[config.mk]
export PLATFORM = sky130hd
export DESIGN_NAME = mem_port_arbiter
export DESIGN_NICKNAME = d
export VERILOG_FILES = /design/src/rtl/mem_port_arbiter.sv
export SDC_FILE = /design/constraint.sdc
export NUM_CORES = 1
export LEC_CHECK = 0
export CORE_ASPECT_RATIO = 0.75
export CORE_MARGIN = 1
export CORE_UTILIZATION = 36
export CTS_CLUSTER_SIZE = 30
export DETAILED_ROUTE_END_ITERATION = 7
export PLACE_DENSITY_LB_ADDON = 0.05
export SLEW_MARGIN = 20
export SYNTH_ARGS = -nofsm -noshare
export SYNTH_HDL_FRONTEND = slang
export SYNTH_SLANG_ARGS = --single-unit
[constraint.sdc]
create_clock -name clk -period 2 [get_ports clk]
set_input_delay 0.3 -clock clk [delete_from_list [all_inputs] [get_ports clk]]
set_output_delay 0.3 -clock clk [all_outputs]
set_load 0.01 [all_outputs]
[src/rtl/mem_port_arbiter.sv]
// mem_port_arbiter: shares the CPU's single memory port between instruction
// fetch and data access, one req/ack transaction at a time, with a watchdog
// that aborts accesses the memory never acknowledges.
module mem_port_arbiter #(
    parameter int ADDR_W    = 32,
    parameter int DATA_W    = 32,
    parameter int TIMEOUT   = 16,
    parameter bit PRIO_DATA = 1'b1
) (
    input  logic              clk,
    input  logic              rst,
    input  logic              if_req,
    input  logic [ADDR_W-1:0] if_addr,
    output logic              if_gnt,
    output logic              if_rvalid,
    output logic [DATA_W-1:0] if_rdata,
    input  logic              d_req,
    input  logic              d_we,
    input  logic [ADDR_W-1:0] d_addr,
    input  logic [DATA_W-1:0] d_wdata,
    output logic              d_gnt,
    output logic              d_rvalid,
    output logic [DATA_W-1:0] d_rdata,
    output logic              mem_req,
    output logic              mem_we,
    output logic [ADDR_W-1:0] mem_addr,
    output logic [DATA_W-1:0] mem_wdata,
    input  logic              mem_ack,
    input  logic [DATA_W-1:0] mem_rdata,
    output logic              busy,
    output logic              timeout_err
);

    // Counter only has to reach TIMEOUT-1, the cycle in which the abort fires.
    localparam int CNT_W = (TIMEOUT > 1) ? $clog2(TIMEOUT) : 1;
    localparam logic [CNT_W-1:0] CNT_LAST = CNT_W'((TIMEOUT > 0) ? TIMEOUT - 1 : 0);

    typedef enum logic [1:0] {
        IDLE,
        I_ACC,
        D_ACC
    } state_t;

    state_t            state_q, state_d;
    logic              lastGrantData_q, lastGrantData_d;
    logic [CNT_W-1:0]  timeoutCnt_q, timeoutCnt_d;
    logic              ifGnt_q, ifGnt_d;
    logic              ifRvalid_q, ifRvalid_d;
    logic [DATA_W-1:0] ifRdata_q, ifRdata_d;
    logic              dGnt_q, dGnt_d;
    logic              dRvalid_q, dRvalid_d;
    logic [DATA_W-1:0] dRdata_q, dRdata_d;
    logic              memReq_q, memReq_d;
    logic              memWe_q, memWe_d;
    logic [ADDR_W-1:0] memAddr_q, memAddr_d;
    logic [DATA_W-1:0] memWdata_q, memWdata_d;
    logic              busy_q, busy_d;
    logic              timeoutErr_q, timeoutErr_d;
    logic              pickData;
    logic              abortNow;

    // Next-state logic: arbitration in IDLE, completion/abort while accessing.
    always_comb begin
        state_d         = state_q;
        lastGrantData_d = lastGrantData_q;
        timeoutCnt_d    = timeoutCnt_q;
        ifGnt_d         = 1'b0;
        ifRvalid_d      = 1'b0;
        ifRdata_d       = ifRdata_q;
        dGnt_d          = 1'b0;
        dRvalid_d       = 1'b0;
        dRdata_d        = dRdata_q;
        memReq_d        = memReq_q;
        memWe_d         = memWe_q;
        memAddr_d       = memAddr_q;
        memWdata_d      = memWdata_q;
        busy_d          = busy_q;
        timeoutErr_d    = timeoutErr_q;
        pickData        = 1'b0;
        abortNow        = 1'b0;

        unique case (state_q)
            IDLE: begin
                if (if_req && d_req) begin
                    pickData = PRIO_DATA ? 1'b1 : !lastGrantData_q;
                    if (!PRIO_DATA) begin
                        lastGrantData_d = pickData;
                    end
                end else begin
                    pickData = d_req;
                end
                if (if_req || d_req) begin
                    memReq_d     = 1'b1;
                    busy_d       = 1'b1;
                    timeoutCnt_d = '0;
                    if (pickData) begin
                        state_d    = D_ACC;
                        dGnt_d     = 1'b1;
                        memAddr_d  = d_addr;
                        memWe_d    = d_we;
                        memWdata_d = d_wdata;
                    end else begin
                        state_d   = I_ACC;
                        ifGnt_d   = 1'b1;
                        memAddr_d = if_addr;
                        memWe_d   = 1'b0;
                    end
                end
            end
            I_ACC, D_ACC: begin
                abortNow = !mem_ack && (TIMEOUT > 0) && (timeoutCnt_q == CNT_LAST);
                if (mem_ack || abortNow) begin
                    state_d  = IDLE;
                    memReq_d = 1'b0;
                    busy_d   = 1'b0;
                    if (abortNow) begin
                        timeoutErr_d = 1'b1;
                    end
                    if (state_q == I_ACC) begin
                        ifRvalid_d = 1'b1;
                        ifRdata_d  = abortNow ? '0 : mem_rdata;
                    end else begin
                        dRvalid_d = 1'b1;
                        if (abortNow) begin
                            dRdata_d = '0;
                        end else if (!memWe_q) begin
                            dRdata_d = mem_rdata;
                        end
                    end
                end else begin
                    timeoutCnt_d = timeoutCnt_q + 1'b1;
                end
            end
            default: begin
                state_d = IDLE;
            end
        endcase
    end

    // State and registered outputs; reset clears everything, last grant = fetch.
    always_ff @(posedge clk or negedge rst) begin
        if (!rst) begin
            state_q         <= IDLE;
            lastGrantData_q <= 1'b0;
            timeoutCnt_q    <= '0;
            ifGnt_q         <= 1'b0;
            ifRvalid_q      <= 1'b0;
            ifRdata_q       <= '0;
            dGnt_q          <= 1'b0;
            dRvalid_q       <= 1'b0;
            dRdata_q        <= '0;
            memReq_q        <= 1'b0;
            memWe_q         <= 1'b0;
            memAddr_q       <= '0;
            memWdata_q      <= '0;
            busy_q          <= 1'b0;
            timeoutErr_q    <= 1'b0;
        end else begin
            state_q         <= state_d;
            lastGrantData_q <= lastGrantData_d;
            timeoutCnt_q    <= timeoutCnt_d;
            ifGnt_q         <= ifGnt_d;
            ifRvalid_q      <= ifRvalid_d;
            ifRdata_q       <= ifRdata_d;
            dGnt_q          <= dGnt_d;
            dRvalid_q       <= dRvalid_d;
            dRdata_q        <= dRdata_d;
            memReq_q        <= memReq_d;
            memWe_q         <= memWe_d;
            memAddr_q       <= memAddr_d;
            memWdata_q      <= memWdata_d;
            busy_q          <= busy_d;
            timeoutErr_q    <= timeoutErr_d;
        end
    end

    assign if_gnt      = ifGnt_q;
    assign if_rvalid   = ifRvalid_q;
    assign if_rdata    = ifRdata_q;
    assign d_gnt       = dGnt_q;
    assign d_rvalid    = dRvalid_q;
    assign d_rdata     = dRdata_q;
    assign mem_req     = memReq_q;
    assign mem_we      = memWe_q;
    assign mem_addr    = memAddr_q;
    assign mem_wdata   = memWdata_q;
    assign busy        = busy_q;
    assign timeout_err = timeoutErr_q;

endmodule
=== After elaboration in Yosys (flattened, before gate mapping) ===
Index checks and enable logic that the tools add are counted.

* Input bits: 134
* Word-level logic and storage cells: 67
* Bits in registers: 141
* Bits in writable memories: 0
* Bits in latches: 0
* Memories kept: 0
* ROM bits: 0

* Equality and inequality tests: 7
* Divide/modulo/power cells: 0
* Multipliers: 0
* Mux-type cells: 29
* $add $sub $neg: 1
* Magnitude comparators: 0
* Shift operators: 0
* Bitwise operators: 1
* Reduce and logical (&&, ||, !) cells: 16

{| class="wikitable"
|+ Operator list
! cell !! number
|-
| 2-to-1 mux 32 bit || 4
|-
| 2-to-1 mux 1 bit || 17
|-
| AND reduction 3 bit || 5
|-
| 2-to-1 mux 4 bit || 2
|-
| case mux 4 bit (2 select lines) || 1
|-
| 2-to-1 mux 2 bit || 3
|-
| inequality test 2 bit (second input constant) || 3
|-
| adder 4 x 1 -> 4 bit (second input constant) || 1
|-
| equality test 4 bit (second input constant) || 1
|-
| case mux 2 bit (2 select lines) || 1
|-
| AND reduction 2 bit || 2
|-
| AND reduction 4 bit || 1
|-
| equality test 2 x 1 -> 1 bit (second input constant) || 1
|-
| equality test 2 bit (second input constant) || 1
|-
| logical AND 1 bit || 2
|-
| zero test 2 bit || 1
|-
| logical OR 1 bit || 2
|-
| inequality test 2 x 1 -> 1 bit (second input constant) || 1
|-
| case mux 1 bit (2 select lines) || 1
|-
| nonzero test 2 bit || 1
|-
| OR reduction 2 bit || 1
|-
| zero test 1 bit || 1
|-
| inverter 1 bit || 1
|}

=== Depth between registers and ports, before layout ===
Gate-level depths: netlist (run 1).

* Depth in word-level cells: 6
* Mapped depth: 8

=== Worst setup path after synthesis (run 1) ===
Ideal clock, no wire load.

* Path kind: flip-flop to flip-flop
* From: reg timeoutCnt_q[0]
* To: reg timeoutCnt_q[2]
* Path buffers: 0
* Clock period less this slack: 1.663 ns
* Arrival: 1.537 ns
* Cell stages (with the launch flop): 5
* Setup slack: 0.337 ns
* Setup time: 0.126 ns
* Cell sequence: dfrtp_1 > ha_1 > a31o_4 > a211o_1 > a221o_1

* Word-level cells in the longest chain between the ends: 5
* Elaborated cells between the ends (all ways): 8
* Those cells by class: add/sub: 1; eq/ne: 2; mux: 2; reduce/logical: 3

{| class="wikitable"
|+ Ends and longest elaborated chain
! what !! RTL line !! source
|-
| start: declaration || 46 || <nowiki>logic [CNT_W-1:0] timeoutCnt_q, timeoutCnt_d;</nowiki>
|-
| start signal: assignment || 161 || <nowiki>timeoutCnt_q <= timeoutCnt_d;</nowiki>
|-
| branches (longest 5 deep; another with adder 4 x 1 -> 4 bit) || n/a ||
|}

Several ways; the timed one is not identified. The select of a mux whose other input is x is not followed.
A chain may end at the register's enable or synchronous reset.

=== Worst setup path in the final report (run 1) ===
* From: reg state_q[0]
* To: reg dRdata_q[26] (netlist: d_rdata[26])

* Word-level cells in the longest chain between the ends: 3
* Elaborated cells between the ends (all ways): 5
* Those cells by class: eq/ne: 2; bitwise: 1; reduce/logical: 2

{| class="wikitable"
|+ Ends and longest elaborated chain
! what !! RTL line !! source
|-
| start: declaration || 44 || <nowiki>state_t state_q, state_d;</nowiki>
|-
| start signal: assignment || 159 || <nowiki>state_q <= state_d;</nowiki>
|-
| equality test 2 x 1 -> 1 bit or equality test 2 bit (tied branches) || 82, 119 ||
|-
| OR reduction 2 bit or inverter 1 bit (tied branches) || n/a ||
|-
| AND reduction 4 bit (no line) (*) || n/a ||
|-
| end signal: assignment || 167 || <nowiki>dRdata_q <= dRdata_d;</nowiki>
|-
| end: declaration || 52 || <nowiki>logic [DATA_W-1:0] dRdata_q, dRdata_d;</nowiki>
|}

Every way passes the cells marked *; elsewhere a longest branch is shown, timed or not.

==> flow_summary.ini, run 1 <==
[route]
drtPass1Iterations = 8
wl_per_cell_um = 16.3
routed-via-count = 5091
drtAntennaViolNets = 0
routed_wl_um = 16900
routed_via_density = 4.92
drc = 0
drtIter0Drc = 400

[critical_path]
critPathLaunch = state_q[0]$_DFFE_PN0P_
rrSetupSlack_ns = 0.14
endpoint_kind = flop
path_max_fanout = 17
r2r-start = state_q[0]$_DFFE_PN0P_
arrival_ns = 2.15
cp.required_ns = 2.29
crit_type = flop to flop
cp-start-kind = flop

[final_layout]
drive_above_1_share_pct = 11.3
layout_common_cells = clkdlybuf4s50_1 (267), dfrtp_1 (141), nand2_1 (98), o21ai_0 (80), inv_1 (37)
final_nets = 950
design_area_um2 = 9520
area_growth_pct = 60.5
insertedDiodeCount = 0
final_common_cell = clkdlybuf4s50_1

[floorplan]
start_util_pct = 36.9
die_area_um2 = 17000
coreArea_um2 = 16100
rows = 40
ioPinCount = 270
die_h_um = 113
dieWidth_um = 150

[grt]
grt_max_degree = 80
grt_usage_pct = 20.9
antenna_found_initial = 0
grt_overflow_total = 0
grt_pass1_wl_um = 27100
grt_pass1_vias = 5005

[run_status]
status = complete, no violations

[timing]
rsz0062_at_grt = no
slew_violations = 0
post-route-period-util_pct = 93.0
setup_violations = 0
max_clock_freq_ghz = 0.538
setup_tns_ns = 0
hold_viol = 0
skew_ns = 0.0108
max_slew_margin_pct = 71.7
tightestPinTransition_ns = 0.425
post-route-min-period_ns = 1.86

[clock_tree]
cts-buffers-inserted = 17
numClockSinks = 141
htreeDepth = 4
cts_tree = built
clockBufferDepth = 2
insertion_delay_ns = 0.42
postCtsSetupRepairBufs = 0
clockRootBuffer = clkbuf_16
clk_pin_slew_ns = 0.06

[min_path]
hp-class = input port to flop
hold_start = d_req

[logic_synthesis]
ys_async_sr_fraction_pct = 100
yosysUniqueCellTypes = 40
ys_seq_elements = 141
synth_area_um2 = 5930
syn_avg_cell_area_um2 = 10.8
yosysWarnings = 0
synthFlopType = dfrtp_1
synth_edf_count = 0
seq_area_frac_synth_pct = 59.5
synthCells = 548
synth_nets = 685

[power]
p_leak_nw = 4.09
max-vdd-ir-drop_mv = 0.744
powerDensity_nw_per_um2 = 1550

[place]
io_buffers = 269
post-dp-hpwl_um = 12300
place_congestion = 0.822
placed_area_um2 = 8900

[job]
cap_violations = 0
worst max-delay path: stages, from the launching register on:
cell and delay [ns]:
dfrtp_1 0.35, inv_1 0.07, ha_2 0.45, inv_1 0.17, nor4_4 0.31, buf_4 0.25
o21ai_0 0.12
where the power goes:
| part | internal (mW) | switching [mW] |
|---|---|---|
| registers | 4.23 | 0.782 |
| logic | 3.58 | 2.96 |
| clock network | 1.99 | 1.23 |
state kept, by name (all words and copies together), names as in the netlist:
register      cells
if_rvalid         1
d_rdata          32
d_gnt             1
if_rdata         32
mem_we            1
state_q           2
mem_addr         32
timeout_err       1
if_gnt            1
timeoutCnt_q      4
mem_wdata        32
busy              1
d_rvalid          1
routing by layer:
layer  vias to the layer above  wire, um  global-route usage [%]
met1                      2428      7210                    27.5
met4                         0       176                    5.79
met3                        18      1480                    7.46
met5                         -         0                       0
li1                       2417         -                       -
met2                       228      8030                    32.4
area by class of cell:
class | instances | area (um2)
clock buffer | 18 | 439
clock inverter | 13 | 165
fill | 1337 | 6550
inverter | 37 | 139
multi-input combinational | 327 | 2080
sequential | 141 | 3530
tap | 210 | 263
timing repair buffer | 289 | 2900
synthesized netlist by cell type (all sizes together) (3+ instances only):
master  number  area (um2)
inv         37         139
mux2i       32         320
dfrtp      141        3530
mux2        33         372
o21ai       97         485
buf         32         174
nand4       33         206
nand2       98         368
ha           3        37.5
clkbuf      11        42.5
cell families (layout without fill, tap and decap cells):
kind of cell,count (synthesis),count (layout),share of synthesized area (%)
mux,65,65,11.7
flops,141,141,59.5
compound gates,112,112,10.4
simple gates,147,147,11.8
buf+inv,80,357,5.99
fa+ha+maj,3,3,0.633
through the flow:
| step | cells | power, mW | util, % | hold WS [ns] | setup slack [ns] |
|---|---|---|---|---|---|
| final | 1035 | 14.8 | 59.2 | 0.293 | 0.140 |
| after detailed placement | 1003 | 11.7 | 55.4 | 0.324 | 0.0185 |
| after global routing | 1035 | 15.8 | 59.2 | 0.306 | 0.000198 |
| after CTS | 1035 | 15.0 | 59.2 | 0.279 | 0.0162 |
| after floorplan | 548 | 7.76 | - | 0.00441 | 0.337 |
| after global placement | 1003 | 11.5 | 55.4 | 0.322 | 0.156 |
final timing paths:
kind | to | cells past startpoint
setup / recovery | d_rdata[26]$_DFFE_PN0P_ | 6
hold / removal | if_gnt$_DFF_PN0_ | 2
setup reg to reg | d_rdata[26]$_DFFE_PN0P_ | 6
hold reg to reg | mem_addr[1]$_DFFE_PN0P_ | 2
max in group asynchronous | mem_wdata[14]$_DFFE_PN0P_ | 3
min in group asynchronous | if_rdata[26]$_DFFE_PN0P_ | 3
timing repair:
action,4_1_cts,5_1_grt
endpoints found under the hold margin,141,0
hold buffers,1,0
resized for setup,0,1
setup endpoints to repair,0,32
Note: power is estimated with default switching activity, not from simulation.
==> run 2, diff against run 1 <==
--- a/config.mk
+++ b/config.mk
@@ -10,6 +10,7 @@
 export CORE_UTILIZATION = 36
 export CTS_CLUSTER_SIZE = 30
 export DETAILED_ROUTE_END_ITERATION = 7
+export GPL_TIMING_DRIVEN = 0
 export PLACE_DENSITY_LB_ADDON = 0.05
 export SLEW_MARGIN = 20
 export SYNTH_ARGS = -nofsm -noshare
==> constraint.sdc (replaced) <==
create_clock -name clk -period 2.1 [get_ports clk]
set_input_delay 0.315 -clock clk [delete_from_list [all_inputs] [get_ports clk]]
set_output_delay 0.315 -clock clk [all_outputs]
set_load 0.01 [all_outputs]
==> flow_summary.ini, run 2 (same netlist as run 1, synthesis figures left out) <==
[final_layout]
layout_common_cells = clkdlybuf4s50_1 (267), dfrtp_1 (141), nand2_1 (98), o21ai_0 (81), inv_1 (37)
final_common_cell = clkdlybuf4s50_1
instances_no_fill = 1060
drive_above_1_share_pct = 12.0
area_growth_pct = 60.0
final_nets = 974
fillers = 1363
insertedDiodeCount = 0
final_core_util_pct = 59.1

[timing]
post-route-min-period_ns = 1.89
hold_viol = 0
post-route-period-util_pct = 89.9
skew_ns = 0.0153
max_slew_margin_pct = 62.0
slew_violations = 0
tightestPinTransition_ns = 0.571
max_clock_freq_ghz = 0.529
setup_violations = 0
rsz0062_at_grt = no

[power]
internal_power_mw = 9.10
p_leak_nw = 4.12
powerDensity_nw_per_um2 = 1460
power_switching_mw = 4.80
seqPwrFrac_pct = 34.1
p_sw_share_pct = 34.5
p_clk_share_pct = 20.9
max-vdd-ir-drop_mv = 0.587
p_comb_share_pct = 45.0

[critical_path]
crit_type = flop to flop
endpoint_kind = flop
arrival_ns = 2.18
path_max_fanout = 10
rr_endpoint = d_rdata[5]$_DFFE_PN0P_
rrSetupSlack_ns = 0.21
cp.required_ns = 2.39
r2r-start = state_q[0]$_DFFE_PN0P_
cp-start-kind = flop
r2r_cells = 6

[clock_tree]
clockBufferDepth = 2
insertion_delay_ns = 0.42
cts_tree = built
postCtsSetupRepairBufs = 0
cts.repair.resized = 0
clockRootBuffer = clkbuf_16
clk_pin_slew_ns = 0.06
numClockSinks = 141
cts-buffers-inserted = 17
htreeDepth = 4

[floorplan]
start_util_pct = 36.9
dieWidth_um = 150
die_area_um2 = 17000
rows = 40
die_h_um = 113
coreArea_um2 = 16100
ioPinCount = 270

[route]
routed_via_density = 4.84
drtAntennaViolNets = 0
wl_per_cell_um = 16.5
routed_wl_um = 17500
routed-via-count = 5126
drc = 0
drtPass1Iterations = 4
drtIter0Drc = 224

[grt]
grt_overflow_total = 0
grt_pass1_vias = 5163
grt_pass1_wl_um = 27400
antenna_found_initial = 0
grt_max_degree = 76
grt_usage_pct = 21.2

[run_status]
status = complete, no violations

[min_path]
holdPathStages = 2
hp-class = input port to flop
hold_start = d_req
min_to = if_gnt$_DFF_PN0_

[place]
io_buffers = 268
place_congestion = 0.767
dp.cells = 1027
post-dp-hpwl_um = 13000

[job]
cap_violations = 0
[run 2: how the worst max path moves through the flow]
stage,start,end,slack (ns),depth (start not counted)
3_5_place_dp,mem_ack,d_rdata[5]$_DFFE_PN0P_,0.02,7
6_report,state_q[0]$_DFFE_PN0P_,d_rdata[5]$_DFFE_PN0P_,0.21,6
5_1_grt,state_q[0]$_DFFE_PN0P_,if_rdata[15]$_DFFE_PN0P_,0.008,6
2_1_floorplan,timeoutCnt_q[0]$_DFFE_PN0P_,timeoutCnt_q[2]$_DFFE_PN0P_,0.44,4
4_1_cts,state_q[0]$_DFFE_PN0P_,d_rdata[5]$_DFFE_PN0P_,0.17,6
3_3_place_gp,rst,mem_addr[16]$_DFFE_PN0P_,-4.88,1
[run 2: per-stage QoR]
stage	TNS [ns]	hold slack, ns	instance area (um2)	worst slack (ns)	power, mW
floorplan	0	0.0194	5930	0.437	7.39
finish	0	0.403	9490	0.211	13.9
global placement	-685.39	0.463	8880	-4.88	10.9
detailed placement	0	0.300	8910	0.0189	11.1
global route	0	0.388	9490	0.00831	14.8
CTS	0	0.380	9490	0.171	14.0
[run 2: metal layers]
layer  part of all wire [%]  track usage [%]  vias up  wire length, um
li1                       -                -     2455                -
met1                     45             27.9     2483             7820
met2                     47             33.4      175             8190
met3                    7.4             6.90       13             1290
met4                    1.0             6.13        0              174
met5                      0                0        -                0
[run 2: power by group through the flow]
stage               sequential [mW]  combinational, mW  clock, mW
floorplan                      5.31               2.08          0
global placement               4.71               6.21          0
detailed placement             4.78               6.32          0
CTS                            4.75               6.34       2.95
global route                   4.90               6.81       3.08
finish                         4.73               6.26       2.90
[run 2: what timing repair did]
| action | 4_1_cts | 5_1_grt |
|---|---|---|
| hold endpoints to repair | 66 | 0 |
| endpoints found under the setup margin | 0 | 0 |
| hold buffers | 1 | 0 |
[run 2: layout make-up]
| class | count | area, um2 | area share (%) |
|---|---|---|---|
| inverter | 37 | 139 | 1.46 |
| clock buffer | 20 | 457 | 4.81 |
| sequential | 141 | 3530 | 37.2 |
| clock inverter | 12 | 113 | 1.19 |
| multi-input combinational | 327 | 2050 | 21.6 |
| timing repair buffer | 270 | 2730 | 28.7 |
| buffer | 43 | 216 | 2.28 |
| tap | 210 | 263 | 2.77 |
[run 2: worst max-delay path, cell delays in order, from the launching register on]
cell,delay (ns)
dfrtp_1,0.35
inv_1,0.06
ha_1,0.40
inv_1,0.17
nor4_4,0.39
buf_2,0.27
o21ai_0,0.13
==> run 3, diff against run 2 <==
==> constraint.sdc (replaced) <==
create_clock -name clk -period 1.9 [get_ports clk]
set_input_delay 0.285 -clock clk [delete_from_list [all_inputs] [get_ports clk]]
set_output_delay 0.285 -clock clk [all_outputs]
set_load 0.01 [all_outputs]
==> flow_summary.ini, run 3 (same netlist as run 1, synthesis figures left out) <==
[floorplan]
ioPinCount = 270
die_h_um = 113
die_area_um2 = 17000
rows = 40
start_util_pct = 36.9
dieWidth_um = 150
coreArea_um2 = 16100

[grt]
grt_usage_pct = 21.2
grt_max_degree = 76
grt_pass1_vias = 5165
grt_pass1_wl_um = 27400
grt_overflow_total = 0
antenna_found_initial = 0

[clock_tree]
clockBufferDepth = 2
clk_pin_slew_ns = 0.06
htreeDepth = 4
numClockSinks = 141
cts_tree = built
clockRootBuffer = clkbuf_16
postCtsSetupRepairBufs = 0
cts-buffers-inserted = 17
insertion_delay_ns = 0.42

[timing]
slew_violations = 0
hold_ws_ns = 0.366
rsz0062_at_grt = no
tightestPinTransition_ns = 0.515
max_clock_freq_ghz = 0.564
max_slew_margin_pct = 65.6
skew_ns = 0.00968
post-route-period-util_pct = 93.3
post-route-min-period_ns = 1.77
setup_tns_ns = 0
setup_violations = 0
hold_viol = 0

[final_layout]
area_growth_pct = 60.3
final_core_util_pct = 59.2
fillers = 1360
insertedDiodeCount = 0
final_common_cell = clkdlybuf4s50_1
layout_common_cells = clkdlybuf4s50_1 (267), dfrtp_1 (141), nand2_1 (98), o21ai_0 (81), inv_1 (37)
design_area_um2 = 9510
layout.area.seq_um2 = 3530
final_nets = 973
multi_input_area_um2 = 2050
drive_above_1_share_pct = 12.5

[min_path]
hp-class = input port to flop
holdPathStages = 2

[place]
placed_area_um2 = 8910
io_buffers = 268
post-dp-hpwl_um = 13000
place_congestion = 0.767

[critical_path]
crit_type = flop to flop
r2r_cells = 4
endpoint = timeoutCnt_q[2]$_DFFE_PN0P_
rr_endpoint = timeoutCnt_q[2]$_DFFE_PN0P_
cp-start-kind = flop
critPathLaunch = timeoutCnt_q[0]$_DFFE_PN0P_
endpoint_kind = flop
rrSetupSlack_ns = 0.13
arrival_ns = 2.07
path_max_fanout = 7
cp.required_ns = 2.20
r2r-start = timeoutCnt_q[0]$_DFFE_PN0P_

[route]
drtIter0Drc = 222
drtPass1Iterations = 4
routed-via-count = 5142
drtAntennaViolNets = 0
routed_via_density = 4.86
routed_wl_um = 17400
drc = 0
wl_per_cell_um = 16.5

[job]
cap_violations = 0

[power]
powerDensity_nw_per_um2 = 1620
max-vdd-ir-drop_mv = 0.649
p_leak_nw = 4.13

[run_status]
status = complete, no violations
-- run 3: critical path, cell delays in order (launching register included) --
cell and delay [ns]:
dfrtp_1 0.40, ha_1 0.27, a31o_4 0.29, a211o_1 0.34, a221o_1 0.36
-- run 3: layout make-up --
type / count / share of cell area, %
plain buffers: 42 / 2.44
clock buffers: 20 / 4.80
inverters: 37 / 1.46
clock inverters: 12 / 1.18
flip-flops and latches: 141 / 37.1
well taps: 210 / 2.76
repair buffers: 270 / 28.7
multi-input cells: 327 / 21.6
-- run 3: worst min-delay path by stage --
stage / end / slack [ns] / from
5_1_grt: if_gnt$_DFF_PN0_ / 0.36 / d_req
6_report: if_gnt$_DFF_PN0_ / 0.37 / d_req
3_5_place_dp: if_rdata[23]$_DFFE_PN0P_ / 0.27 / rst
3_3_place_gp: mem_addr[7]$_DFFE_PN0P_ / 0.46 / mem_addr[7]$_DFFE_PN0P_
4_1_cts: if_gnt$_DFF_PN0_ / 0.35 / d_req
2_1_floorplan: busy$_DFFE_PN0P_ / -0.01 / rst
-- run 3: timing repair --
action | 4_1_cts | 5_1_grt
hold buffers | 1 | 0
endpoints found under the hold margin | 66 | 0
pin swaps | 0 | 1
resized for setup | 3 | 9
setup endpoints to repair | 3 | 87
-- run 3: report_power, final --
part	leakage (nW)	total [mW]	internal, mW	switching (mW)
Sequential	1.71	5.23	4.45	0.783
Combinational	2.15	6.93	3.75	3.18
Clock	0.265	3.21	1.88	1.33
Total	4.13	15.4	10.1	5.29
-- run 3: metal layers --
metal  part of all wire (%)  track usage, %  up-vias  wire length (um)
li1                       -               -     2450                 -
met1                     44            27.9     2483              7730
met2                     47            33.5      191              8160
met3                    7.6            6.90       18              1330
met4                    1.3            6.13        0               220
met5                      0               0        -                 0
-- run 3: metrics by stage --
| step | cells | power, mW | setup WS (ns) |
|---|---|---|---|
| floorplan | 548 | 8.17 | 0.237 |
| global placement | 1026 | 12.1 | -5.05 |
| detailed placement | 1027 | 12.3 | -0.151 |
| CTS | 1060 | 15.5 | 0.0113 |
| global route | 1059 | 16.4 | 0.00818 |
| finish | 1059 | 15.4 | 0.127 |
